[src/rtl/id_ex_stage_reg.sv]
// ID/EX pipeline register with load-use hazard detection, branch flush and global hold.
// Inserts a one-cycle bubble on load-use and counts inserted hazard bubbles (saturating).
module id_ex_stage_reg #(
  parameter int unsigned XLEN  = 32,
  parameter int unsigned CNT_W = 16
) (
  input  logic             clk,
  input  logic             reset,
  input  logic             Hold,
  input  logic             Flush,
  input  logic [4:0]       IF_ID_RS1,
  input  logic [4:0]       IF_ID_RS2,
  input  logic [4:0]       IF_ID_Rd,
  input  logic             IF_ID_UsesRS1,
  input  logic             IF_ID_UsesRS2,
  input  logic [XLEN-1:0]  IF_ID_PC,
  input  logic [XLEN-1:0]  RS1_Data,
  input  logic [XLEN-1:0]  RS2_Data,
  input  logic [XLEN-1:0]  Imm,
  input  logic [3:0]       Funct,
  input  logic             Ctrl_RegWrite,
  input  logic             Ctrl_MemRead,
  input  logic             Ctrl_MemWrite,
  input  logic             Ctrl_MemtoReg,
  input  logic             Ctrl_ALUSrc,
  input  logic             Ctrl_Branch,
  input  logic [1:0]       Ctrl_ALUOp,
  output logic [XLEN-1:0]  ID_EX_PC,
  output logic [XLEN-1:0]  ID_EX_RS1_Data,
  output logic [XLEN-1:0]  ID_EX_RS2_Data,
  output logic [XLEN-1:0]  ID_EX_Imm,
  output logic [4:0]       ID_EX_RS1,
  output logic [4:0]       ID_EX_RS2,
  output logic [4:0]       ID_EX_Rd,
  output logic [3:0]       ID_EX_Funct,
  output logic             ID_EX_RegWrite,
  output logic             ID_EX_MemRead,
  output logic             ID_EX_MemWrite,
  output logic             ID_EX_MemtoReg,
  output logic             ID_EX_ALUSrc,
  output logic             ID_EX_Branch,
  output logic [1:0]       ID_EX_ALUOp,
  output logic             ID_EX_Valid,
  output logic             PCWrite,
  output logic             IF_ID_Write,
  output logic [CNT_W-1:0] Bubble_Count
);

  logic [XLEN-1:0]  pc_q, pc_d, rs1_data_q, rs1_data_d, rs2_data_q, rs2_data_d, imm_q, imm_d;
  logic [4:0]       rs1_q, rs1_d, rs2_q, rs2_d, rd_q, rd_d;
  logic [3:0]       funct_q, funct_d;
  logic             reg_write_q, reg_write_d, mem_read_q, mem_read_d;
  logic             mem_write_q, mem_write_d, mem_to_reg_q, mem_to_reg_d;
  logic             alu_src_q, alu_src_d, branch_q, branch_d;
  logic [1:0]       alu_op_q, alu_op_d;
  logic             valid_q, valid_d;
  logic [CNT_W-1:0] bubble_cnt_q, bubble_cnt_d;
  logic             load_use;

  // A load targeting x0 never produces a value worth waiting for.
  assign load_use = valid_q & mem_read_q & (rd_q != 5'd0) &
                    ((IF_ID_UsesRS1 & (IF_ID_RS1 == rd_q)) |
                     (IF_ID_UsesRS2 & (IF_ID_RS2 == rd_q)));

  assign PCWrite     = ~Hold & ~(load_use & ~Flush);
  assign IF_ID_Write = PCWrite;

  always_comb begin
    pc_d         = pc_q;
    rs1_data_d   = rs1_data_q;
    rs2_data_d   = rs2_data_q;
    imm_d        = imm_q;
    rs1_d        = rs1_q;
    rs2_d        = rs2_q;
    rd_d         = rd_q;
    funct_d      = funct_q;
    reg_write_d  = reg_write_q;
    mem_read_d   = mem_read_q;
    mem_write_d  = mem_write_q;
    mem_to_reg_d = mem_to_reg_q;
    alu_src_d    = alu_src_q;
    branch_d     = branch_q;
    alu_op_d     = alu_op_q;
    valid_d      = valid_q;
    bubble_cnt_d = bubble_cnt_q;

    if (!Hold) begin
      if (Flush || load_use) begin
        // Bubble: zero indices so forwarding sees x0 and never matches.
        pc_d         = '0;
        rs1_data_d   = '0;
        rs2_data_d   = '0;
        imm_d        = '0;
        rs1_d        = '0;
        rs2_d        = '0;
        rd_d         = '0;
        funct_d      = '0;
        reg_write_d  = 1'b0;
        mem_read_d   = 1'b0;
        mem_write_d  = 1'b0;
        mem_to_reg_d = 1'b0;
        alu_src_d    = 1'b0;
        branch_d     = 1'b0;
        alu_op_d     = '0;
        valid_d      = 1'b0;
        if (!Flush && (bubble_cnt_q != {CNT_W{1'b1}})) begin
          bubble_cnt_d = bubble_cnt_q + {{(CNT_W-1){1'b0}}, 1'b1};
        end
      end else begin
        pc_d         = IF_ID_PC;
        rs1_data_d   = RS1_Data;
        rs2_data_d   = RS2_Data;
        imm_d        = Imm;
        rs1_d        = IF_ID_RS1;
        rs2_d        = IF_ID_RS2;
        rd_d         = IF_ID_Rd;
        funct_d      = Funct;
        reg_write_d  = Ctrl_RegWrite;
        mem_read_d   = Ctrl_MemRead;
        mem_write_d  = Ctrl_MemWrite;
        mem_to_reg_d = Ctrl_MemtoReg;
        alu_src_d    = Ctrl_ALUSrc;
        branch_d     = Ctrl_Branch;
        alu_op_d     = Ctrl_ALUOp;
        valid_d      = 1'b1;
      end
    end
  end

  always_ff @(posedge clk or negedge reset) begin
    if (!reset) begin
      pc_q         <= '0;
      rs1_data_q   <= '0;
      rs2_data_q   <= '0;
      imm_q        <= '0;
      rs1_q        <= '0;
      rs2_q        <= '0;
      rd_q         <= '0;
      funct_q      <= '0;
      reg_write_q  <= 1'b0;
      mem_read_q   <= 1'b0;
      mem_write_q  <= 1'b0;
      mem_to_reg_q <= 1'b0;
      alu_src_q    <= 1'b0;
      branch_q     <= 1'b0;
      alu_op_q     <= '0;
      valid_q      <= 1'b0;
      bubble_cnt_q <= '0;
    end else begin
      pc_q         <= pc_d;
      rs1_data_q   <= rs1_data_d;
      rs2_data_q   <= rs2_data_d;
      imm_q        <= imm_d;
      rs1_q        <= rs1_d;
      rs2_q        <= rs2_d;
      rd_q         <= rd_d;
      funct_q      <= funct_d;
      reg_write_q  <= reg_write_d;
      mem_read_q   <= mem_read_d;
      mem_write_q  <= mem_write_d;
      mem_to_reg_q <= mem_to_reg_d;
      alu_src_q    <= alu_src_d;
      branch_q     <= branch_d;
      alu_op_q     <= alu_op_d;
      valid_q      <= valid_d;
      bubble_cnt_q <= bubble_cnt_d;
    end
  end

  assign ID_EX_PC       = pc_q;
  assign ID_EX_RS1_Data = rs1_data_q;
  assign ID_EX_RS2_Data = rs2_data_q;
  assign ID_EX_Imm      = imm_q;
  assign ID_EX_RS1      = rs1_q;
  assign ID_EX_RS2      = rs2_q;
  assign ID_EX_Rd       = rd_q;
  assign ID_EX_Funct    = funct_q;
  assign ID_EX_RegWrite = reg_write_q;
  assign ID_EX_MemRead  = mem_read_q;
  assign ID_EX_MemWrite = mem_write_q;
  assign ID_EX_MemtoReg = mem_to_reg_q;
  assign ID_EX_ALUSrc   = alu_src_q;
  assign ID_EX_Branch   = branch_q;
  assign ID_EX_ALUOp    = alu_op_q;
  assign ID_EX_Valid    = valid_q;
  assign Bubble_Count   = bubble_cnt_q;

endmodule

[config.mk]
export PLATFORM = sky130hd
export DESIGN_NAME = id_ex_stage_reg
export DESIGN_NICKNAME = d
export VERILOG_FILES = /design/src/rtl/id_ex_stage_reg.sv
export SDC_FILE = /design/constraint.sdc
export NUM_CORES = 1
export LEC_CHECK = 0
export CORE_AREA = 3 3 130 132
export DETAILED_ROUTE_END_ITERATION = 8
export DIE_AREA = 0 0 133 135
export PLACE_DENSITY = 0.9
export REMOVE_ABC_BUFFERS = 1
export SLEW_MARGIN = 20
export SYNTH_ARGS = -nofsm -noshare
export SYNTH_HDL_FRONTEND = slang
export SYNTH_SLANG_ARGS = --single-unit
[constraint.sdc]
create_clock -name clk -period 5.6 [get_ports clk]
set_clock_uncertainty 0.1 [all_clocks]
set_input_delay 1.12 -clock clk [delete_from_list [all_inputs] [get_ports clk]]
set_output_delay 1.12 -clock clk [all_outputs]
set_load 0.01 [all_outputs]
# Yosys cells after proc, flatten, opt, wreduce, memory -nomap -nowiden
# Index checks and enable logic that the tools add are counted.
[totals]
regBits = 172
latchBits = 0
ram_bits = 0
rom_bits = 0
input_bits = 161
output_inout_bits = 174
wordCells = 53
n_memories = 0
[classes]
n_addsub = 1
mul = 0
n_div = 0
n_lt_le_gt_ge = 0
n_eq_ne = 3
shifts = 0
muxes = 16
bitwise_logic = 11
reduce_logical = 5
[op_table]
columns = ["operator", "n"]
rows = [
  ["32-bit two-way mux", 4],
  ["16-bit by 1-bit adder with 16-bit output (second input constant)", 1],
  ["16-bit inequality test (second input constant)", 1],
  ["5-bit two-way mux", 3],
  ["5-bit equality test", 2],
  ["1-bit bitwise AND", 7],
  ["1-bit two-way mux", 7],
  ["5-bit nonzero test", 1],
  ["4-bit two-way mux", 1],
  ["1-bit NOT", 3],
  ["3-bit AND reduction", 1],
  ["2-bit two-way mux", 1],
  ["1-bit logical AND", 1],
  ["1-bit zero test", 1],
  ["1-bit logical OR", 1],
  ["1-bit bitwise OR", 1],
]

# Logic depth before layout (Yosys ltp)
[logic_depth]
ltp_word = 7
depth_mapped = 7
mapped_depth_nobuf = 6

# Least setup slack after synthesis
# No wires, ideal clock.
[synth_path]
kind = "input-to-output"
startpoint = "input IF_ID_RS1[3]"
endpoint = "output PCWrite"
arrival_ns = 2.517
required_time_ns = 4.380
setup_slack_ns = 1.863
stages = 7
path_buffers = 2
cell_sequence = "xor2_1 -> nor4_2 -> a32oi_2 -> clkbuf_1 -> nor4_1 -> nor2_1 -> buf_4"
[synth_between]
elab_chain_cells = 7
[synth_lines]
columns = ["item", "line_no", "rtl"]
rows = [
  ["from (decl)", "11", "input logic [4:0] IF_ID_RS1,"],
  ["5-bit equality test", "62", "((IF_ID_UsesRS1 & (IF_ID_RS1 == rd_q)) |"],
  ["1-bit bitwise AND", "62", ""],
  ["1-bit bitwise OR", "62", ""],
  ["1-bit bitwise AND", "61", "assign load_use = valid_q & mem_read_q & (rd_q != 5'd0) &"],
  ["1-bit bitwise AND", "65", "assign PCWrite = ~Hold & ~(load_use & ~Flush);"],
  ["1-bit NOT", "65", ""],
  ["1-bit bitwise AND", "65", ""],
  ["to (decl)", "44", "output logic PCWrite,"],
]
# No other way between the ends.

# Worst setup path after layout
[layout_path]
startpoint = "input IF_ID_RS1[3]"
endpoint = "output IF_ID_Write"
[layout_between]
elab_chain_cells = 7
[layout_lines]
columns = ["item", "line_no", "rtl"]
rows = [
  ["5-bit equality test", "62", ""],
  ["1-bit bitwise AND", "62", ""],
  ["1-bit bitwise OR", "62", ""],
  ["1-bit bitwise AND", "61", ""],
  ["1-bit bitwise AND", "65", ""],
  ["1-bit NOT", "65", ""],
  ["1-bit bitwise AND", "65", ""],
  ["to (decl)", "45", "output logic IF_ID_Write,"],
]
# No other way between the ends.

==> results.ini <==
[hold_path]
hold_class = flip-flop to flip-flop
hold_start = ID_EX_RS1_Data[16]
hold_end = ID_EX_RS1_Data[16]
hold_depth = 1

[clocking]
insertion_delay_ps = 410
cts_tree = yes
hold_buffers = 0
htree_num_levels = 4
path_clk_slew_ps = 60
post_cts_buffers = 0
cts.path.max_buffers = 2
cts.sinks = 172
cts_buffers = 17
root_buffer = clkbuf_16
post_cts_resized = 0

[sta]
hold_violations = 0
final.setup.tns_ps = 0
drv_slew = 0
slew_headroom = 0.4535
rsz0062_at_grt = false
fmax_mhz = 211.0
period_share = 0.8462
worstMarginPinSlew_ps = 819.8
finalSetupViolations = 0
fin_crit_ps = 4739

[worst_setup_path]
r2r_end = ID_EX_MemRead
cp-end-kind = output port
cp_data_arrival_time_ps = 3520
worstReg2RegStart = ID_EX_Rd[1]
cp.required_ps = 4380
ff2ff_path_depth = 6
crit_path_max_fanout = 17
rrSetupSlack_ps = 2710
startpoint_type = input pin
path_class = input pin to output port

[global_routing]
antenna_found_initial = 1
grt_pass1_vias = 5478
grt_max_degree = 157
grt_remaining_overflow = 0
grtUsageTotal = 0.2202
grt_pass1_wl_um = 30800

[detailed_routing]
wl_per_cell_um = 20.04
postRouteAntennaNets = 0
dr.pass1.iters = 4
drc = 0
routed_wl_um = 19940
drtIter0Drc = 266
post_drt_via_cell_ratio = 5.191
routed-via-count = 5165

[outcome]
status = finished, final reports clean

[placement]
place_area_um2 = 9908
port_buffers = 334
dp_hpwl_um = 14140
gp_congestion = 0.8135

[final_layout]
mostFrequentLayoutCell = clkdlybuf4s50_1
syn2layout_area_growth_pct = 63.70
regArea_um2 = 4304
layout-drive-gt1-share = 0.05392
layout_common_cells = 332 x clkdlybuf4s50_1, 172 x dfrtp_1, 155 x a22o_1
multi_input_area_um2 = 1933
antenna_cells = 0
nFillCells = 1141
stdcell_area_um2 = 10500
final_nets = 928

[pwr]
leakage_nw = 4.659
power_per_cell_area_nw_per_um2 = 294.3
ir_drop_v = 0.0001963

[yosys]
syn_area_per_cell_um2 = 14.31
ys_types = 27
synthCells = 448
yosysSeqAreaShare = 0.6714
synth-seq-cells = 172
ys_warn_count = 0
netlist_area_um2 = 6411

[floorplanning]
design.die.area_um2 = 17960
core_area_um2 = 15830
die_w_um = 133
placementRows = 46
io_pins = 335
die_height_um = 135
start_util = 0.4051

[run]
drv_cap = 0

[through the flow]
step	utilization	worst slack (ps)	power, mW	hold slack [ps]	cells
floorplan	-	268.9	1.557	421.3	409
global placement	0.6260	952.5	1.924	381.6	963
detailed placement	0.6260	856.4	1.938	396.2	963
CTS	0.6631	848.3	3.126	411.9	995
global route	0.6631	740.8	3.210	418.8	995
finish	0.6631	861.0	3.089	408.3	995
[critical path: stages]
cell	delay (ps)
clkdlybuf4s50_1	550
xor2_1	220
nor4_2	80
a32oi_2	690
nor4_1	130
nor2_1	160
clkdlybuf4s50_1	560
[where the power goes]
group / leakage (nW) / switching (mW) / internal [mW]
clock network: 0.279 / 0.507 / 0.669
registers: 2.25 / 0.0585 / 1.33
logic: 2.13 / 0.204 / 0.321
total: 4.66 / 0.769 / 2.32
[registers in the layout (all words and copies together) (netlist names), 2 cells and up]
name and cells:
Bubble_Count 16, ID_EX_ALUOp 2, ID_EX_Funct 4, ID_EX_Imm 32, ID_EX_PC 32, ID_EX_RS1 5
ID_EX_RS1_Data 32, ID_EX_RS2 5, ID_EX_RS2_Data 32, ID_EX_Rd 5
[kinds of logic (layout without fill, tap and decap cells)]
family,after synthesis,in the layout,synth area share
AO/OA/AOI/OAI,160,160,0.2227
buffers and inverters,40,371,0.02732
flip-flops,172,172,0.6714
AND/OR/NAND/NOR,49,49,0.04079
multiplexers,1,1,0.001756
adder cells (fa/ha/maj),1,1,0.001951
XOR/XNOR,25,25,0.03415
[cell usage after synthesis, drive strengths merged]
library cell  count  area, um^2
a21o              1       7.510
a22o            155        1358
a32oi             1       16.27
and2              2       12.51
and3              1       6.260
buf              18       92.59
clkbuf           21       78.83
dfrtp           172        4304
ha                1       12.51
inv               1       3.750
mux2              1       11.26
nand2             6       22.52
nand3             9       45.04
nand4             4       25.02
nor2              6       22.52
nor3              9       45.04
nor4              9       62.56
o21ba             1       10.01
o31a              1       8.760
o41ai             1       27.53
or2               1       6.260
or3               1       6.260
or4               1       7.510
xnor2             3       26.28
xor2             22       192.7
[layout make-up]
cell class / instances / area share
multi-input cells: 236 / 0.1842
repair buffers: 338 / 0.3237
clock inverters: 13 / 0.01466
clock buffers: 19 / 0.04125
well taps: 216 / 0.02575
inverters: 1 / 0.0003577
flip-flops and latches: 172 / 0.4101
[routing by layer]
layer / vias to the layer above / wire length, um / share of wire / GRT usage
li1: 2351 / - / - / -
met1: 2533 / 7724 / 0.39 / 0.2663
met2: 236 / 10080 / 0.51 / 0.3643
met3: 43 / 1572 / 0.079 / 0.07414
met4: 2 / 556 / 0.028 / 0.09007
met5: - / 13 / 0.00065 / 0
[worst max-delay path by stage]
stage	startpoint	to	slack, ps	depth (start not counted)
6_report	IF_ID_RS1[3]	IF_ID_Write	860	7
5_1_grt	IF_ID_RS1[2]	PCWrite	740	7
4_1_cts	IF_ID_RS1[3]	IF_ID_Write	850	7
3_5_place_dp	IF_ID_RS1[3]	IF_ID_Write	860	7
3_3_place_gp	IF_ID_RS1[3]	IF_ID_Write	950	7
2_1_floorplan	IF_ID_RS1[2]	ID_EX_MemRead	270	5
Power figures use the tool's default switching activity.
